## src/rtl/alu_pkg.sv

```systemverilog
// Shared ALU definitions: datapath width, divider FSM states and the
// quotient value reported for a divide by zero.
package alu_pkg;

  localparam int ALU_W = 8;

  localparam logic [ALU_W-1:0] DZ_QUO = 8'hFF;

  typedef enum logic [1:0] {
    IDLE = 2'd0,
    CALC = 2'd1,
    DONE = 2'd2
  } div_state_t;

endpackage

```

## src/rtl/sub_9bit.sv

```systemverilog
// Combinational 9-bit ripple subtractor (a - b as a + ~b + 1) used for the
// divider's trial subtraction; borrow is the inverted carry out.
module sub_9bit (
  input  logic [8:0] a,
  input  logic [8:0] b,
  output logic [8:0] diff,
  output logic       borrow
);

  logic [9:0] sum;

  assign sum    = {1'b0, a} + {1'b0, ~b} + 10'd1;
  assign diff   = sum[8:0];
  assign borrow = ~sum[9];

endmodule

```

## src/rtl/div_8bit_seq.sv

```systemverilog
// Sequential 8-bit unsigned restoring divider: one subtract-and-shift per
// clock, start/busy/done handshake, registered quotient/remainder/dz.
module div_8bit_seq
  import alu_pkg::*;
(
  input  logic             clk_i,
  input  logic             rst_i,
  input  logic             start_i,
  input  logic [ALU_W-1:0] a,
  input  logic [ALU_W-1:0] b,
  output logic [ALU_W-1:0] quo_o,
  output logic [ALU_W-1:0] rem_o,
  output logic             busy_o,
  output logic             done_o,
  output logic             dz_o
);

  div_state_t       state_q, state_d;
  logic [ALU_W-1:0] b_q, q_q, r_q;
  logic [2:0]       cnt_q;
  logic [ALU_W-1:0] quo_q, rem_q;
  logic             dz_q;

  logic [8:0]       trial;
  logic             trial_borrow;
  logic             trial_unused;
  logic [ALU_W-1:0] q_nxt, r_nxt;
  logic             accept;

  sub_9bit u_sub (
    .a      ({r_q, q_q[7]}),
    .b      ({1'b0, b_q}),
    .diff   (trial),
    .borrow (trial_borrow)
  );

  // With r < b the trial result always fits in 8 bits when it does not borrow.
  assign trial_unused = trial[8];

  always_comb begin
    r_nxt = trial_borrow ? {r_q[6:0], q_q[7]} : trial[7:0];
    q_nxt = {q_q[6:0], ~trial_borrow};
  end

  assign accept = start_i && (state_q != CALC);

  always_comb begin
    state_d = state_q;
    case (state_q)
      IDLE, DONE: begin
        if (start_i) state_d = (b == '0) ? DONE : CALC;
        else         state_d = IDLE;
      end
      CALC:    if (cnt_q == 3'd7) state_d = DONE;
      default: state_d = IDLE;
    endcase
  end

  always_ff @(posedge clk_i) begin
    if (rst_i) state_q <= IDLE;
    else       state_q <= state_d;
  end

  always_ff @(posedge clk_i) begin
    if (rst_i) begin
      b_q   <= '0;
      q_q   <= '0;
      r_q   <= '0;
      cnt_q <= '0;
      quo_q <= '0;
      rem_q <= '0;
      dz_q  <= 1'b0;
    end else if (accept) begin
      if (b == '0) begin
        quo_q <= DZ_QUO;
        rem_q <= a;
        dz_q  <= 1'b1;
      end else begin
        b_q   <= b;
        q_q   <= a;
        r_q   <= '0;
        cnt_q <= '0;
      end
    end else if (state_q == CALC) begin
      q_q   <= q_nxt;
      r_q   <= r_nxt;
      cnt_q <= cnt_q + 3'd1;
      // Final iteration: publish the result in the same edge that enters DONE.
      if (cnt_q == 3'd7) begin
        quo_q <= q_nxt;
        rem_q <= r_nxt;
        dz_q  <= 1'b0;
      end
    end
  end

  assign quo_o  = quo_q;
  assign rem_o  = rem_q;
  assign dz_o   = dz_q;
  assign busy_o = (state_q == CALC);
  assign done_o = (state_q == DONE);

endmodule
```

## config.mk

```make
export PLATFORM = sky130hd
export DESIGN_NAME = div_8bit_seq
export DESIGN_NICKNAME = d
export VERILOG_FILES = /design/src/rtl/alu_pkg.sv /design/src/rtl/sub_9bit.sv /design/src/rtl/div_8bit_seq.sv
export SDC_FILE = /design/constraint.sdc
export NUM_CORES = 1
export LEC_CHECK = 0
export CORE_ASPECT_RATIO = 1.5
export CORE_MARGIN = 4
export CORE_UTILIZATION = 30
export DETAILED_ROUTE_END_ITERATION = 10
export GPL_TIMING_DRIVEN = 0
export SETUP_SLACK_MARGIN = 0.1
export SYNTH_ARGS = -nofsm -noshare
export SYNTH_HDL_FRONTEND = slang
export SYNTH_HIERARCHICAL = 1
export SYNTH_SLANG_ARGS = --single-unit
```

## constraint.sdc

```tcl
create_clock -name clk_i -period 3.1 [get_ports clk_i]
set_input_delay 0.62 -clock clk_i [delete_from_list [all_inputs] [get_ports clk_i]]
set_output_delay 0.62 -clock clk_i [all_outputs]
set_load 0.01 [all_outputs]
```

==> metrics <==
status=finished clean; Worst Path Arrival=approximately 2 ns; Pwr Density=465.4 nW/µm²; # resized after CTS=0; Initial Util=31.24%; grt ovf=0; RR Startpoint=b_q[6]; register area=920.9 µm²; Worst Skew=between 0.003 and 0.004 ns; Gate Count Post-Synth=roughly 270; FMAX=about 380 MHz; IO buf count=37; number of diodes=0; GPL Wtd Cong=0.8947; Crit path largest cell delay=0.63 ns; Flop pwr share=a little over two fifths; CTS tree=yes; setup_tns=0 ns; syn_nets=between 300 and 400; clk buf depth=2; Cell Area, Synth=approximately 2400 µm²; initial antenna violation count=0; Wirelength per Cell=roughly 15 µm; Tot GR Track Use=roughly 14%; worst reg2reg endpoint=r_q[3]; Clock Power Share=37.6%; CP cell instances=nand2b_1 -> inv_1 -> clkbuf_1 -> clkdlybuf4s50_1; largest net degree at the start of global routing=14; IO Pins=38; 1st-iter DRT viols=around 140; hold buffers post-CTS=0; period utilization=between 80 and 90%; First-pass DRT Iterations=4; vias in the first global route=~2,300; first-pass GRT wire length=10,830 µm; Synth Warn #=6; HP Start=b_q[2]; max-cap violations=0; Die X=roughly 81 µm; post-route worst setup slack=approximately 0.47 ns; hold endpoint=b_q[2]; die height=between 100 and 150 µm; Setup crit end kind=output port; CTS clk-pin slew, worst paths=0.06 ns; Worst Setup Start Kind=flop; core area=7710 µm²; critical path's slowest cell=clkdlybuf4s50_1; DRC Markers=0; crit-path max FO=10; WP data required=2.48 ns; unrepaired setup endpoints after global routing=false; vias per cell=approximately 5.2; Mean Syn Cell Area=8.790 µm²; CTS Sinks=46; Slew Limit Headroom=between 50% and 60%; Hold Path Depth=2; Hold Crit Class=reg -> reg; antenna-violating nets left=0; Detailed Place HPWL=4892 µm; Final Hold Viols=0; share of cells above drive strength 1=7.524%; clock buffer count from CTS=5; Total Nets Final=349; Area Overhead vs Synth=26.86%; Final Util=between 30% and 40%; num rows=39; Worst-Skew Late Latency=roughly 0.28 ns; pre-CTS setup slack=0.2471 ns; Buf/Inv on CP=3; internal power=1.041 mW; Multi-input gate area=1315 µm²; Worst VDD drop=207.4 µV; Detailed Route WL=6371 µm; htree depth=2; Setup violations, final=0; fillers=833; CP Class=reg -> out; setup bufs post-CTS=0; Clock Tree Root=clkbuf_16; r2r worst-path depth=11; routed vias=2,190; Crit path max-delay family=buffers and inverters; die footprint=9556 µm²; Pleak=1.277 nW; Switching Share=26.77%; post-layout min period=about 2.6 ns; reg-to-reg slack, setup=~0.47 ns; Max Slew Vio Count=0; Gate power share=18.4%; Net Sw Power=0.3807 mW; Tightest Pin Transition=about 0.64 ns
==> registers in the layout, summed over array words and instances (netlist names) <==
signal   flops
q_q          8
cnt_q        3
rem_o        8
r_q          8
dz_o         1
b_q          8
quo_o        8
state_q      2
==> layout by cell type (no fill, tap or decap), types with 2 or more instances in the layout <==
master and instances:
clkdlybuf4s50_1 37, mux2i_1 8, a221oi_1 2, dfxtp_1 46
buf_2 3, nand2b_1 2, a221o_1 6, clkbuf_16 5
a31oi_1 8, ha_1 11, a22oi_1 3, o211a_1 6
a311oi_1 2, o21ai_0 7, inv_1 18, nor2_1 25
a21oi_1 14, nand3_1 11, buf_1 2, nor3_1 2
buf_6 3, o221a_1 7, nand4_1 6, o211ai_1 9
xnor2_1 3, nand2_1 25, nor2b_1 3, clkbuf_1 12
or4_1 2
==> worst min-delay path: cells and delay by family, from the launching register on <==
kind             cells  cell delay [ns]
flip-flops           1             0.31
AND/OR/NAND/NOR      1             0.05
AO/OA/AOI/OAI        1             0.05
==> worst max-delay path by stage <==
stage	end	start	cells after the start
6_report	busy_o	state_q[0]	4
5_1_grt	r_q[4]	b_q[6]	11
4_1_cts	r_q[3]	b_q[6]	11
3_5_place_dp	rem_o[6]	b[1]	7
3_3_place_gp	rem_o[6]	b[1]	7
2_1_floorplan	rem_o[0]	b_q[6]	10
==> routing by layer <==
metal | routed length, µm | GRT usage [%]
met1 | 2716 | 17.12
met3 | 298 | 2.374
met5 | 0 | 0
met4 | 202 | 6.554
met2 | 3153 | 24.07
==> through the flow <==
stage               instance area [µm²]  power (mW)  hold WS (ns)  cells
finish                             3055       1.422        0.4549    421
floorplan                          2409      0.8165        0.4363    274
global placement                   2907      0.8977        0.4442    413
CTS                                3054       1.434        0.4574    421
detailed placement                 2907      0.9004        0.4490    413
global route                       3055       1.503        0.4822    421
==> power groups by stage <==
| stage | combinational, mW | sequential [mW] | clock, mW |
|---|---|---|---|
| finish | 0.262 | 0.626 | 0.534 |
| global route | 0.290 | 0.628 | 0.585 |
| CTS | 0.262 | 0.626 | 0.546 |
| detailed placement | 0.262 | 0.639 | 0 |
| global placement | 0.259 | 0.639 | 0 |
| floorplan | 0.182 | 0.635 | 0 |
==> layout make-up <==
| class | instances | area share [%] |
|---|---|---|
| Clock buffer | 7 | 4.668 |
| Tap cell | 102 | 4.177 |
| Clock inverter | 1 | 0.1638 |
| Inverter | 19 | 2.334 |
| Multi-Input combinational cell | 189 | 43.04 |
| Buffer | 20 | 3.358 |
| Timing Repair Buffer | 37 | 12.12 |
| Sequential cell | 46 | 30.14 |
Power figures use the tool's default switching activity.
